===== src/rtl/ctrl_pkg.sv =====
// ctrl_pkg: opcodes, ALU/MD operations and the D->E control bundle shared by the decode controller
package ctrl_pkg;
  localparam logic [6:0] OP_R      = 7'b0110011;
  localparam logic [6:0] OP_I      = 7'b0010011;
  localparam logic [6:0] OP_LOAD   = 7'b0000011;
  localparam logic [6:0] OP_STORE  = 7'b0100011;
  localparam logic [6:0] OP_BRANCH = 7'b1100011;
  localparam logic [6:0] OP_JAL    = 7'b1101111;
  localparam logic [6:0] OP_JALR   = 7'b1100111;
  localparam logic [6:0] OP_LUI    = 7'b0110111;
  localparam logic [6:0] OP_AUIPC  = 7'b0010111;
  typedef enum logic [4:0] {
    ADD, SUB, AND, OR, XOR, SLT, SLTU, SLL, SRL, SRA,
    MUL, MULH, MULHSU, MULHU, DIV, DIVU, REM, REMU
  } alu_op_t;
  localparam logic [2:0] RES_ALU = 3'd0;
  localparam logic [2:0] RES_MEM = 3'd1;
  localparam logic [2:0] RES_PC4 = 3'd2;
  localparam logic [2:0] RES_IMM = 3'd3;
  localparam logic [2:0] IMM_I = 3'd0;
  localparam logic [2:0] IMM_S = 3'd1;
  localparam logic [2:0] IMM_B = 3'd2;
  localparam logic [2:0] IMM_J = 3'd3;
  localparam logic [2:0] IMM_U = 3'd4;
  typedef enum logic [1:0] {IDLE, BUSY, DONE} md_state_t;
  typedef struct packed {
    logic       reg_write;
    logic       mem_write;
    logic       jump;
    logic       jump_reg;
    logic       branch;
    logic       alu_src;
    logic       src_a_pc;
    logic       illegal;
    logic [2:0] result_src;
    logic [2:0] funct3;
    alu_op_t    alu;
  } ctrl_bundle_t;
  localparam ctrl_bundle_t NOP_BUNDLE = '{
    reg_write: 1'b0, mem_write: 1'b0, jump: 1'b0, jump_reg: 1'b0, branch: 1'b0,
    alu_src: 1'b0, src_a_pc: 1'b0, illegal: 1'b0, result_src: RES_ALU, funct3: 3'd0, alu: ADD
  };
  // alt selects SUB/SRA over ADD/SRL (instruction bit 30)
  function automatic alu_op_t alu_base(input logic [2:0] f3, input logic alt);
    case (f3)
      3'd0:    return alt ? SUB : ADD;
      3'd1:    return SLL;
      3'd2:    return SLT;
      3'd3:    return SLTU;
      3'd4:    return XOR;
      3'd5:    return alt ? SRA : SRL;
      3'd6:    return OR;
      default: return AND;
    endcase
  endfunction
  function automatic logic is_md(input alu_op_t a);
    return a >= MUL;
  endfunction
  function automatic logic is_div(input alu_op_t a);
    return a >= DIV;
  endfunction
endpackage


===== src/rtl/md_sequencer.sv =====
// md_sequencer: times multi-cycle MUL/DIV ops held in E, raising busy until the result is due
module md_sequencer
  import ctrl_pkg::*;
#(
  parameter int MUL_CYCLES = 1,
  parameter int DIV_CYCLES = 32
) (
  input  logic clk,
  input  logic reset,
  input  logic md_op,
  input  logic div_op,
  input  logic flush,
  output logic start,
  output logic busy,
  output logic done
);
  localparam int CW = $clog2(MUL_CYCLES > DIV_CYCLES ? MUL_CYCLES : DIV_CYCLES) + 1;
  md_state_t state, state_n;
  logic [CW-1:0] cnt, cnt_n, lat;
  assign lat = div_op ? CW'(DIV_CYCLES) : CW'(MUL_CYCLES);
  always_ff @(posedge clk) begin
    if (reset) begin
      state <= IDLE;
      cnt <= '0;
    end else begin
      state <= state_n;
      cnt <= cnt_n;
    end
  end
  // cnt holds the BUSY cycles still to go after the current one, so DONE lands in the L-th E cycle
  always_comb begin
    state_n = state;
    cnt_n = cnt;
    start = 1'b0;
    busy = 1'b0;
    done = 1'b0;
    case (state)
      IDLE: begin
        if (md_op && !flush) begin
          start = 1'b1;
          if (lat == CW'(1)) done = 1'b1;
          else begin
            busy = 1'b1;
            cnt_n = lat - CW'(3);
            state_n = (lat == CW'(2)) ? DONE : BUSY;
          end
        end
      end
      BUSY: begin
        busy = 1'b1;
        cnt_n = cnt - CW'(1);
        if (flush) state_n = IDLE;
        else if (cnt == '0) state_n = DONE;
      end
      DONE: begin
        done = !flush;
        state_n = IDLE;
      end
      default: state_n = IDLE;
    endcase
  end
endmodule


===== src/rtl/pipelined_controller_m.sv =====
// pipelined_controller_m: RV32IM decode-stage controller with the D->E control register and MD sequencing
module pipelined_controller_m
  import ctrl_pkg::*;
#(
  parameter int ENABLE_M   = 1,
  parameter int MUL_CYCLES = 1,
  parameter int DIV_CYCLES = 32,
  parameter int ALUCTRL_W  = 5
) (
  input  logic                 clk,
  input  logic                 reset,
  input  logic [31:0]          InstrD,
  input  logic                 StallE,
  input  logic                 FlushE,
  output logic [2:0]           ImmSrcD,
  output logic [2:0]           ResultSrcE,
  output logic                 RegWriteE,
  output logic                 MemWriteE,
  output logic                 JumpE,
  output logic                 jumpRegE,
  output logic                 BranchE,
  output logic                 ALUSrcE,
  output logic                 SrcAsrcE,
  output logic [2:0]           funct3E,
  output logic [ALUCTRL_W-1:0] ALUControlE,
  output logic                 IllegalE,
  output logic                 MdStartE,
  output logic                 MdBusyE,
  output logic                 MdDoneE
);
  logic [6:0] op, f7;
  logic [2:0] f3;
  logic ok;
  logic unused_instr;
  ctrl_bundle_t d, e;
  assign op = InstrD[6:0];
  assign f3 = InstrD[14:12];
  assign f7 = InstrD[31:25];
  assign unused_instr = ^{InstrD[24:15], InstrD[11:7]};
  always_comb begin
    d = NOP_BUNDLE;
    d.funct3 = f3;
    ImmSrcD = IMM_I;
    ok = 1'b1;
    case (op)
      OP_R: begin
        d.reg_write = 1'b1;
        if (f7 == 7'h00) d.alu = alu_base(f3, 1'b0);
        else if (f7 == 7'h20 && (f3 == 3'd0 || f3 == 3'd5)) d.alu = alu_base(f3, 1'b1);
        else if (ENABLE_M != 0 && f7 == 7'h01) d.alu = alu_op_t'(5'(MUL) + {2'b00, f3});
        else ok = 1'b0;
      end
      OP_I: begin
        d.reg_write = 1'b1;
        d.alu_src = 1'b1;
        d.alu = alu_base(f3, f3 == 3'd5 && InstrD[30]);
        ok = (f3 == 3'd1) ? f7 == 7'h00 : (f3 == 3'd5) ? (f7 == 7'h00 || f7 == 7'h20) : 1'b1;
      end
      OP_LOAD: begin
        d.reg_write = 1'b1;
        d.alu_src = 1'b1;
        d.result_src = RES_MEM;
        ok = f3 != 3'd3 && f3 < 3'd6;
      end
      OP_STORE: begin
        ImmSrcD = IMM_S;
        d.mem_write = 1'b1;
        d.alu_src = 1'b1;
        ok = f3 <= 3'd2;
      end
      OP_BRANCH: begin
        ImmSrcD = IMM_B;
        d.branch = 1'b1;
        d.alu = SUB;
        ok = f3 != 3'd2 && f3 != 3'd3;
      end
      OP_JAL: begin
        ImmSrcD = IMM_J;
        d.jump = 1'b1;
        d.reg_write = 1'b1;
        d.result_src = RES_PC4;
      end
      OP_JALR: begin
        d.jump = 1'b1;
        d.jump_reg = 1'b1;
        d.reg_write = 1'b1;
        d.alu_src = 1'b1;
        d.result_src = RES_PC4;
        ok = f3 == 3'd0;
      end
      OP_LUI: begin
        ImmSrcD = IMM_U;
        d.reg_write = 1'b1;
        d.result_src = RES_IMM;
      end
      OP_AUIPC: begin
        ImmSrcD = IMM_U;
        d.reg_write = 1'b1;
        d.src_a_pc = 1'b1;
        d.alu_src = 1'b1;
      end
      default: ok = 1'b0;
    endcase
    if (!ok) begin
      d = NOP_BUNDLE;
      d.illegal = 1'b1;
    end
  end
  always_ff @(posedge clk) begin
    if (reset || FlushE) e <= NOP_BUNDLE;
    else if (!StallE) e <= d;
  end
  assign ResultSrcE = e.result_src;
  assign RegWriteE = e.reg_write;
  assign MemWriteE = e.mem_write;
  assign JumpE = e.jump;
  assign jumpRegE = e.jump_reg;
  assign BranchE = e.branch;
  assign ALUSrcE = e.alu_src;
  assign SrcAsrcE = e.src_a_pc;
  assign funct3E = e.funct3;
  assign ALUControlE = e.alu[ALUCTRL_W-1:0];
  assign IllegalE = e.illegal;
  md_sequencer #(.MUL_CYCLES(MUL_CYCLES), .DIV_CYCLES(DIV_CYCLES)) u_md (
    .clk(clk),
    .reset(reset),
    .md_op(is_md(e.alu)),
    .div_op(is_div(e.alu)),
    .flush(FlushE),
    .start(MdStartE),
    .busy(MdBusyE),
    .done(MdDoneE)
  );
endmodule

===== config.mk =====
export PLATFORM = sky130hd
export DESIGN_NAME = pipelined_controller_m
export DESIGN_NICKNAME = d
export VERILOG_FILES = /design/src/rtl/ctrl_pkg.sv /design/src/rtl/md_sequencer.sv /design/src/rtl/pipelined_controller_m.sv
export SDC_FILE = /design/constraint.sdc
export NUM_CORES = 1
export LEC_CHECK = 0
export BUFFER_PORTS_ARGS = -buffer_cell sky130_fd_sc_hd__buf_4
export CORE_MARGIN = 10
export CORE_UTILIZATION = 30
export CTS_BUF_LIST = sky130_fd_sc_hd__clkbuf_8
export DETAILED_ROUTE_END_ITERATION = 16
export GPL_TIMING_DRIVEN = 0
export HOLD_SLACK_MARGIN = 0.08
export PLACE_DENSITY = 0.56
export SETUP_SLACK_MARGIN = 0.5
export SLEW_MARGIN = 25
export SYNTH_ARGS = -nofsm -noshare
export SYNTH_HDL_FRONTEND = slang
export SYNTH_HIERARCHICAL = 1
export SYNTH_SLANG_ARGS = --single-unit

===== constraint.sdc =====
create_clock -name clk -period 2.5 [get_ports clk]
set_input_delay 0.5 -clock clk [delete_from_list [all_inputs] [get_ports clk]]
set_output_delay 0.5 -clock clk [all_outputs]
set_load 0.005 [all_outputs]

=== Word-level counts from Yosys, hierarchy flattened ===
Index checks and enable logic that the tools add are counted.

* Bits of input ports: 36
* Logic and storage cells: 110
* Bits in registers: 27

* Mux-type cells: 43
* Add/subtract/negate cells: 3
* Equality and inequality tests: 26
* Reduce and logical (&&, ||, !) cells: 21
* Magnitude comparators: 4

{| class="wikitable"
|+ Operator list
! kind !! number
|-
| one-hot mux 4 bit (7 select lines) || 3
|-
| == test 7 x 6 -> 1 bit (second input constant) || 4
|-
| == test 7 bit (second input constant) || 3
|-
| two-way mux 1 bit || 20
|-
| two-way mux 19 bit || 1
|-
| two-way mux 6 bit || 3
|-
| two-way mux 5 bit || 3
|-
| one-hot mux 5 bit (3 select lines) || 1
|-
| == test 7 x 5 -> 1 bit (second input constant) || 2
|-
| one-hot mux 3 bit (4 select lines) || 1
|-
| one-hot mux 6 bit (2 select lines) || 1
|-
| greater-or-equal comparator 5 x 4 -> 1 bit (second input constant) || 2
|-
| two-way mux 2 bit || 5
|-
| == test 3 bit (second input constant) || 3
|-
| inequality test 3 x 2 -> 1 bit (second input constant) || 3
|-
| == test 7 x 1 -> 1 bit (second input constant) || 1
|-
| == test 7 x 2 -> 1 bit (second input constant) || 1
|-
| zero test 7 bit || 1
|-
| one-hot mux 1 bit (7 select lines) || 1
|-
| OR reduction 7 bit || 1
|-
| == test 3 x 2 -> 1 bit (second input constant) || 2
|-
| == test 6 x 1 -> 1 bit (second input constant) || 1
|-
| == test 6 x 2 -> 1 bit (second input constant) || 1
|-
| zero test 6 bit || 1
|-
| other kinds (23) || 32
|}

=== Longest topological paths before layout ===
Gate-level depths: netlist of run 1.

* Depth after elaboration: 7
* Mapped depth: 9
* Depth with buffers taken out: 7

=== Modules after synthesis ===
The synthesis of run 1 kept the hierarchy.

{| class="wikitable"
|+ By module, submodules not included
! module !! sequential area each (µm²) !! times used !! area an instance (µm²) !! cells each
|-
| pipelined_controller_m || 360.3 || 1 || 1316.3 || 159
|-
| md_sequencer || 160.2 || 1 || 414.1 || 48
|}

=== Least setup slack after synthesis of run 1 ===
No wires, ideal clock.

* Path kind: input to register
* Start point: input InstrD[14]
* End point: register e (netlist bit JumpE)
* Data required time: 2.383 ns
* Setup slack: -0.061 ns
* Arrival time: 2.444 ns
* Cell stages on the path: 9
* Setup time: 0.117 ns
* Cell sequence: buf_2 -> inv_1 -> ha_1 -> or3b_1 -> a311oi_2 -> nor2_1 -> a211o_2 -> buf_6 -> a32o_2

* Word-level cells in the longest chain between the ends: 7

{| class="wikitable"
|+ Ends and longest elaborated chain
! what !! RTL line !! source
|-
| start, declared || pipelined_controller_m.sv:12 || <nowiki>input logic [31:0] InstrD,</nowiki>
|-
| == test 3 bit / zero test 3 bit (equally long branches) || pipelined_controller_m.sv:49, pipelined_controller_m.sv:57, pipelined_controller_m.sv:89 ||
|-
| logical OR 1 bit || pipelined_controller_m.sv:49 || <nowiki>else if (f7 == 7'h20 && (f3 == 3'd0 || f3 == 3'd5)) d.alu = alu_base(f3, 1'b1);</nowiki>
|-
| logical AND 1 bit || pipelined_controller_m.sv:49 ||
|-
| two-way mux 1 bit || pipelined_controller_m.sv:49 ||
|-
| two-way mux 1 bit || pipelined_controller_m.sv:48 || <nowiki>if (f7 == 7'h00) d.alu = alu_base(f3, 1'b0);</nowiki>
|-
| one-hot mux 1 bit (7 select lines) * || pipelined_controller_m.sv:45 || <nowiki>case (op)</nowiki>
|-
| two-way mux 19 bit * || pipelined_controller_m.sv:104 || <nowiki>if (!ok) begin</nowiki>
|-
| end signal, assigned || pipelined_controller_m.sv:110 || <nowiki>if (reset || FlushE) e <= NOP_BUNDLE;</nowiki>
|-
| end signal, assigned || pipelined_controller_m.sv:111 || <nowiki>else if (!StallE) e <= d;</nowiki>
|-
| end, declared || pipelined_controller_m.sv:35 || <nowiki>ctrl_bundle_t d, e;</nowiki>
|}

Mark *: on every way between the ends. The rest lies on a longest branch, timed or not.
A chain may end at the register's enable or synchronous reset.

=== Worst setup path after layout of run 1 ===
Ends and elaborated chain as after synthesis.

==> results of run 1 <==
per-stage QoR:
step	power, W	instances	util (%)
floorplan	0.000507	207	-
global placement	0.000566	323	39.5
detailed placement	0.000567	323	39.5
CTS	0.000854	334	41.9
global route	0.000893	341	43.9
finish	0.000850	341	43.9
registers in the layout, summed over array words and instances (netlist names), 2 cells and up:
name and flops:
ALUControlE 5, ResultSrcE 2, u_md/state 2, u_md/cnt 6
funct3E 3
worst max path at each step:
stage / endpoint / slack, ns / cells after the start
after floorplan: JumpE / 0.22 / 9
after global placement: MemWriteE / -0.05 / 10
after detailed placement: JumpE / -0.07 / 10
after CTS: JumpE / 0.27 / 10
after global routing: JumpE / 0.27 / 10
final: JumpE / 0.34 / 10
cell families after synthesis:
group	after synthesis
AOI/OAI and AO/OA	67
xor gates and xnor gates	6
adders and majority gates	4
buffers and inverters	20
DFF	26
other	1
and+or+nand+nor	83
where the power goes:
group,internal [W],switching [W]
registers,0.000414,0.000000599
logic,0.0000813,0.0000836
clock network,0.000141,0.000130
total,0.000636,0.000215
synth_stat cells (3+ instances only):
| library cell | n |
|---|---|
| a21oi_1 | 16 |
| a22o_1 | 4 |
| a31oi_1 | 4 |
| a32o_2 | 5 |
| and3_1 | 4 |
| and3b_1 | 3 |
| buf_2 | 3 |
| buf_4 | 5 |
| dfxtp_1 | 26 |
| ha_1 | 4 |
| inv_1 | 7 |
| nand2_1 | 15 |
| nand2b_1 | 5 |
| nand3_1 | 3 |
| nor2_1 | 15 |
| nor2b_1 | 3 |
| nor3_1 | 10 |
| nor3b_1 | 3 |
| o21ai_0 | 5 |
| o21ai_1 | 6 |
| or3_1 | 3 |
| xor2_1 | 4 |
area by class of cell:
| type | count | area (um^2) | area share (%) |
|---|---|---|---|
| plain buffers | 13 | 109 | 4.48 |
| flip-flops and latches | 26 | 526 | 21.6 |
| multi-input cells | 161 | 1160 | 47.8 |
| well taps | 72 | 90.1 | 3.71 |
| repair buffers | 58 | 450 | 18.5 |
| inverters | 7 | 38.8 | 1.60 |
| clock buffers | 4 | 55.1 | 2.27 |
metal layers:
layer  up-vias  share of wire [%]  routed length, um  GRT usage, %
met1       806                 48               2450          14.3
li1        909                  -                  -             -
met3         2                5.7                292          3.81
met2        35                 46               2330          17.0
met4         0               0.45                 23          1.60
met5         -                  0                  0             0
critical path: cells and delay by family:
kind                     cells  cell delay [ns]
AND/OR/NAND/NOR              2             0.47
buffers and inverters        4             0.40
adder cells (fa/ha/maj)      1             0.12
AO/OA/AOI/OAI                3             0.83
repair_timing:
action / 4_1_cts / 5_1_grt
buffers inserted: 6 / 7
pin swaps: 10 / 8
setup endpoints to repair: 18 / 20
gates resized for setup: 10 / 19
gates cloned: 1 / 0
==> metrics.txt, run 1 <==
Least-Margin Pin Slew=0.612 ns; Post-synth EDFFs=0; CP endpoint kind=flip-flop; Root Driver=clkbuf_8; Port-buffer cells=44; Die H=95.9 um; skew final=~0.0017 ns; critical-path cell list=buf_8, buf_12, clkinv_8, ha_4, or3b_4, a311oi_2, nor2_1, a211o_2, buf_6, a32o_2; Sum Neg Setup Slack=0 ns; Setup crit start kind=input port; worst reg2reg startpoint=ALUControlE[1]; Place WS=-0.0678 ns; max-cap violations=0; DRC viols=0; min Tclk post-route=approximately 2.2 ns; die area=9210 um^2; Total GRT Usage=~11%; Site Rows=27; initial antenna violation count=0; Arr. time, crit path=between 2 and 2.5 ns; depth of the most critical reg-to-reg path=6; final hold violations=0; commonest non-fill, non-tap cells in the layout=61 x buf_4, 24 x dfxtp_1, 16 x a21oi_1; Hold/Removal Path Class=input port to flip-flop; CTS Buf Count=3; CTS Hold Buffers Added=0; H-Tree Level Count=1; Worst-path clk slew=~0.090 ns; register area share after synthesis=between 30% and 40%; Final #Nets=310; largest family of logic cells by synthesized area=compound AO/OA/AOI/OAI gates; ys flop type=dfxtp_1; clock buffer depth=2; Max VDD drop=around 0.22 mV; Final HPWL DP=around 3.8 mm; hold path endpoint=IllegalE; Synth area leader=dfxtp_1; routed len/inst=14.9 um; final worst slack=0.337 ns; syn nets=around 250; TritonCTS clock tree=built; min-delay src=StallE; WS Path Type=input port to flip-flop; Final Hold Slack=about 0.44 ns; routability cong.=0.807; post-route ant nets=0; drt pass-1 iters=4; post-route cell area=2430 um^2; overall routed net length=roughly 5 mm; latest clock arrival within the worst-skew pair=0.27 ns; Tcrit/Tclk final=between 80 and 90%; first-pass GRT wire length=8.06 mm; mux contribution to synthesized area=0%; Initial DRC Count=98; Power Density=350 nW/um^2; Area contributors post-synth=dfxtp_1 30%, a21oi_1 4.6%, a32o_2 3.3%, nand2_1 3.3%, nor2_1 3.3%; Lkg Pwr=approximately 1.0 nW; syn_area_per_cell=about 8.4 um^2; layout cell share with drive strength beyond 1=between 30% and 40%; Cells after Synth=between 200 and 250; Die X=95.9 um; Slew Limit Fails=0; Initial Util=31.2%; complex-gate fraction of the synthesized area=roughly 30%; routed vias/inst=just over 5; Req. time, crit path=~2.7 ns; Seq cells post-synth=26; unique cell type count in the Yosys netlist=63; FF-to-FF End=u_md/cnt[3]; dpl cell area=around 2200 um^2; adder-cell share of the synthesized area=under 10%; flop-to-flop setup slack=around 1.1 ns; Area Overhead vs Synth=40.4%; top cell type's share of synthesized area=approximately 30%; setup violators final=0; RSZ-0062 raised after global routing=yes; most common cell after layout, fill and taps aside=buf_4; Max transition margin=between 50% and 60%; crit-path max cell delay=approximately 0.37 ns; core area=~5500 um^2; number of global-route vias before repair=between 1500 and 2000; antenna cells=0; Async S/R FF share, synth=0%; Ys Warns=6; simple-gate area share of the yosys netlist=between 20% and 30%; Crit Path Max Fanout=5; Fillers=between 500 and 600; Worst path slowest cell=or3b_4; synthesized cell area=1730 um^2; outcome=finished clean; largest net degree at the start of global routing=15; crit path launch=InstrD[14]; routed via count=about 1800; FMAX=462 MHz; grt ovf=0; Sink Count=26; IO Count=slightly above 60; Synth Area in XOR/XNOR=3.04%; cell depth of the worst hold path=2
No activity file was read; power rests on OpenSTA's default activity.
==> inputs of run 2 (changes only) <==
--- a/config.mk
+++ b/config.mk
@@ -12,7 +12,7 @@
 export DETAILED_ROUTE_END_ITERATION = 16
 export GPL_TIMING_DRIVEN = 0
 export HOLD_SLACK_MARGIN = 0.08
-export PLACE_DENSITY = 0.56
+export PLACE_DENSITY = 0.54
 export SETUP_SLACK_MARGIN = 0.5
 export SLEW_MARGIN = 25
 export SYNTH_ARGS = -nofsm -noshare
==> constraint.sdc (replaced) <==
create_clock -name clk -period 2.6 [get_ports clk]
set_input_delay 0.52 -clock clk [delete_from_list [all_inputs] [get_ports clk]]
set_output_delay 0.52 -clock clk [all_outputs]
set_load 0.005 [all_outputs]
==> metrics.txt, run 2 (synthesized netlist as in run 1, its figures left out) <==
routability cong.=0.783 (-2.9%); FMAX=~450 MHz; Final Hold Slack=0.454 ns (+0.0143 ns); Port-buffer cells=44 (unchanged); antenna cells=0 (unchanged); Sw Pwr=0.000206 W (-4.2%); most flop-heavy register=u_md/cnt; overall routed net length=5.02 mm (-1.5%); CTS Buf Count=3 (unchanged); area of the multi-input gates=1120 um^2 (-3.7%); IO Count=61 (unchanged); Die X=95.9 um (unchanged); Max VDD drop=0.233 mV (+6.8%); routed vias/inst=5.19 (+0.92%); Sum Neg Setup Slack=0 ns (unchanged); Power Density=376 nW/um^2 (+7.6%); cell depth of the worst hold path=2 (unchanged); most common cell after layout, fill and taps aside=buf_4; Clock power frac=37.8% (+5.9 points); FF/Latch Area=522 um^2 (-0.71%); Root Driver=clkbuf_8; outcome=finished clean; Hold/Removal Path Class=flip-flop to flip-flop; Die H=95.9 um (unchanged); Total GRT Usage=11.1% (+0.19 points); Lkg Pwr=1.01 nW (-3.4%); setup violators final=0 (unchanged); layout cell share with drive strength beyond 1=35.0% (-4.1 points); Req. time, crit path=2.76 ns (+0.10 ns); CTS Hold Buffers Added=0 (unchanged); Initial DRC Count=102 (+4.1%); Max transition margin=61.7% (+2.8 points); Final #Nets=304 (-1.9%); Crit Path Max Fanout=5 (unchanged); drt pass-1 iters=4 (unchanged); max-cap violations=0 (unchanged); min Tclk post-route=~2.2 ns; Arr. time, crit path=2.37 ns (+0.04 ns); H-Tree Level Count=1 (unchanged); largest net degree at the start of global routing=16 (+1); Area Overhead vs Synth=35.4%; core area=5540 um^2 (unchanged); die area=9210 um^2 (unchanged); Int Power=0.000676 W (+6.4%); Tcrit/Tclk final=84.8%; Sink Count=26 (unchanged); Worst-path clk slew=0.08 ns (about the same); max reg flops=6 (unchanged); final core utilization=42.3% (-1.6 points); first-pass GRT wire length=8.29 mm (+2.9%); CP endpoint kind=flip-flop; post-route ant nets=0 (unchanged); Least-Margin Pin Slew=0.570 ns (-0.0414 ns); Fillers=588 (+3.5%); final hold violations=0 (unchanged); Logic pwr share=16.9% (-2.5 points); TritonCTS clock tree=built; Site Rows=27 (unchanged); initial antenna violation count=0 (unchanged); routed len/inst=15.0 um (+0.31%); number of global-route vias before repair=1675 (+0.72%); grt ovf=0 (unchanged); RSZ-0062 raised after global routing=yes; Final HPWL DP=3.86 mm (+0.55%); Reg power frac=45.3% (-3.4 points); switching share of power=23.3% (-1.9 points); Place WS=0.00705 ns (+0.0749 ns); depth of the most critical reg-to-reg path=5 (-1); WS Path Type=input port to flip-flop; clock buffer depth=2 (unchanged); latest clock arrival within the worst-skew pair=0.27 ns (about the same); Setup crit start kind=input port; skew final=0.000487 ns (-0.00122 ns); DRC viols=0 (unchanged); Slew Limit Fails=0 (unchanged); Initial Util=31.2% (unchanged); routed via count=1737 (-0.86%); final worst slack=0.396 ns (+0.0597 ns); commonest non-fill, non-tap cells in the layout=56 x buf_4, 25 x dfxtp_1, 16 x a21oi_1
[run 2: cell types whose count changed in the layout (fill, tap and decap cells not counted), sizes merged]
cell	before	now
clkbuf	6	5
buf	69	63
bufinv	0	1
[run 2: worst max-delay path, cell delays in order]
cell and delay [ns]:
buf_8 0.10, buf_12 0.12, clkinv_8 0.04, ha_4 0.13, or3b_4 0.37, a311oi_2 0.26
nor2_1 0.10, a211o_2 0.34, buf_6 0.14, a32o_2 0.25
[run 2: layout make-up]
class | count | area share, %
multi-input cells | 161 | 47.8
flip-flops and latches | 26 | 22.3
repair buffers | 52 | 16.9
plain buffers | 13 | 4.54
well taps | 72 | 3.85
clock buffers | 3 | 1.76
inverters | 7 | 1.66
clock inverters | 1 | 1.28
[run 2: power by group through the flow]
stage | clock [W] | sequential, W | combinational, W
after floorplan | 0 | 0.000409 | 0.0000787
after global placement | 0 | 0.000409 | 0.000136
after detailed placement | 0 | 0.000409 | 0.000137
after CTS | 0.000348 | 0.000400 | 0.000144
after global routing | 0.000364 | 0.000400 | 0.000165
final | 0.000333 | 0.000399 | 0.000149
[run 2: path summary, 6_finish.rpt]
kind | end | start | slack, ns
hold reg to reg | SrcAsrcE | SrcAsrcE | 0.45
setup reg to reg | u_md/cnt[4] | ALUControlE[1] | 1.20
hold / removal | SrcAsrcE | SrcAsrcE | 0.45
setup / recovery | JumpE | InstrD[14] | 0.40
[run 2: per-layer routing]
layer  track usage [%]  share of wire [%]
met5                 0                  0
met4              2.09                1.1
met3              4.75                8.8
met2              17.1                 44
met1              14.1                 46
[run 2: timing repair]
item / 4_1_cts / 5_1_grt
gates resized for setup: 4 / 10
setup buffers: 5 / 2
endpoints found under the setup margin: 14 / 18
pin swaps: 6 / 9
gates cloned: 1 / 0
[run 2: stage by stage]
step | power [W] | area (um^2) | instances
finish | 0.000882 | 2340 | 335
global route | 0.000928 | 2340 | 335
CTS | 0.000892 | 2310 | 333
detailed placement | 0.000546 | 2190 | 323
global placement | 0.000545 | 2190 | 323
floorplan | 0.000487 | 1770 | 207
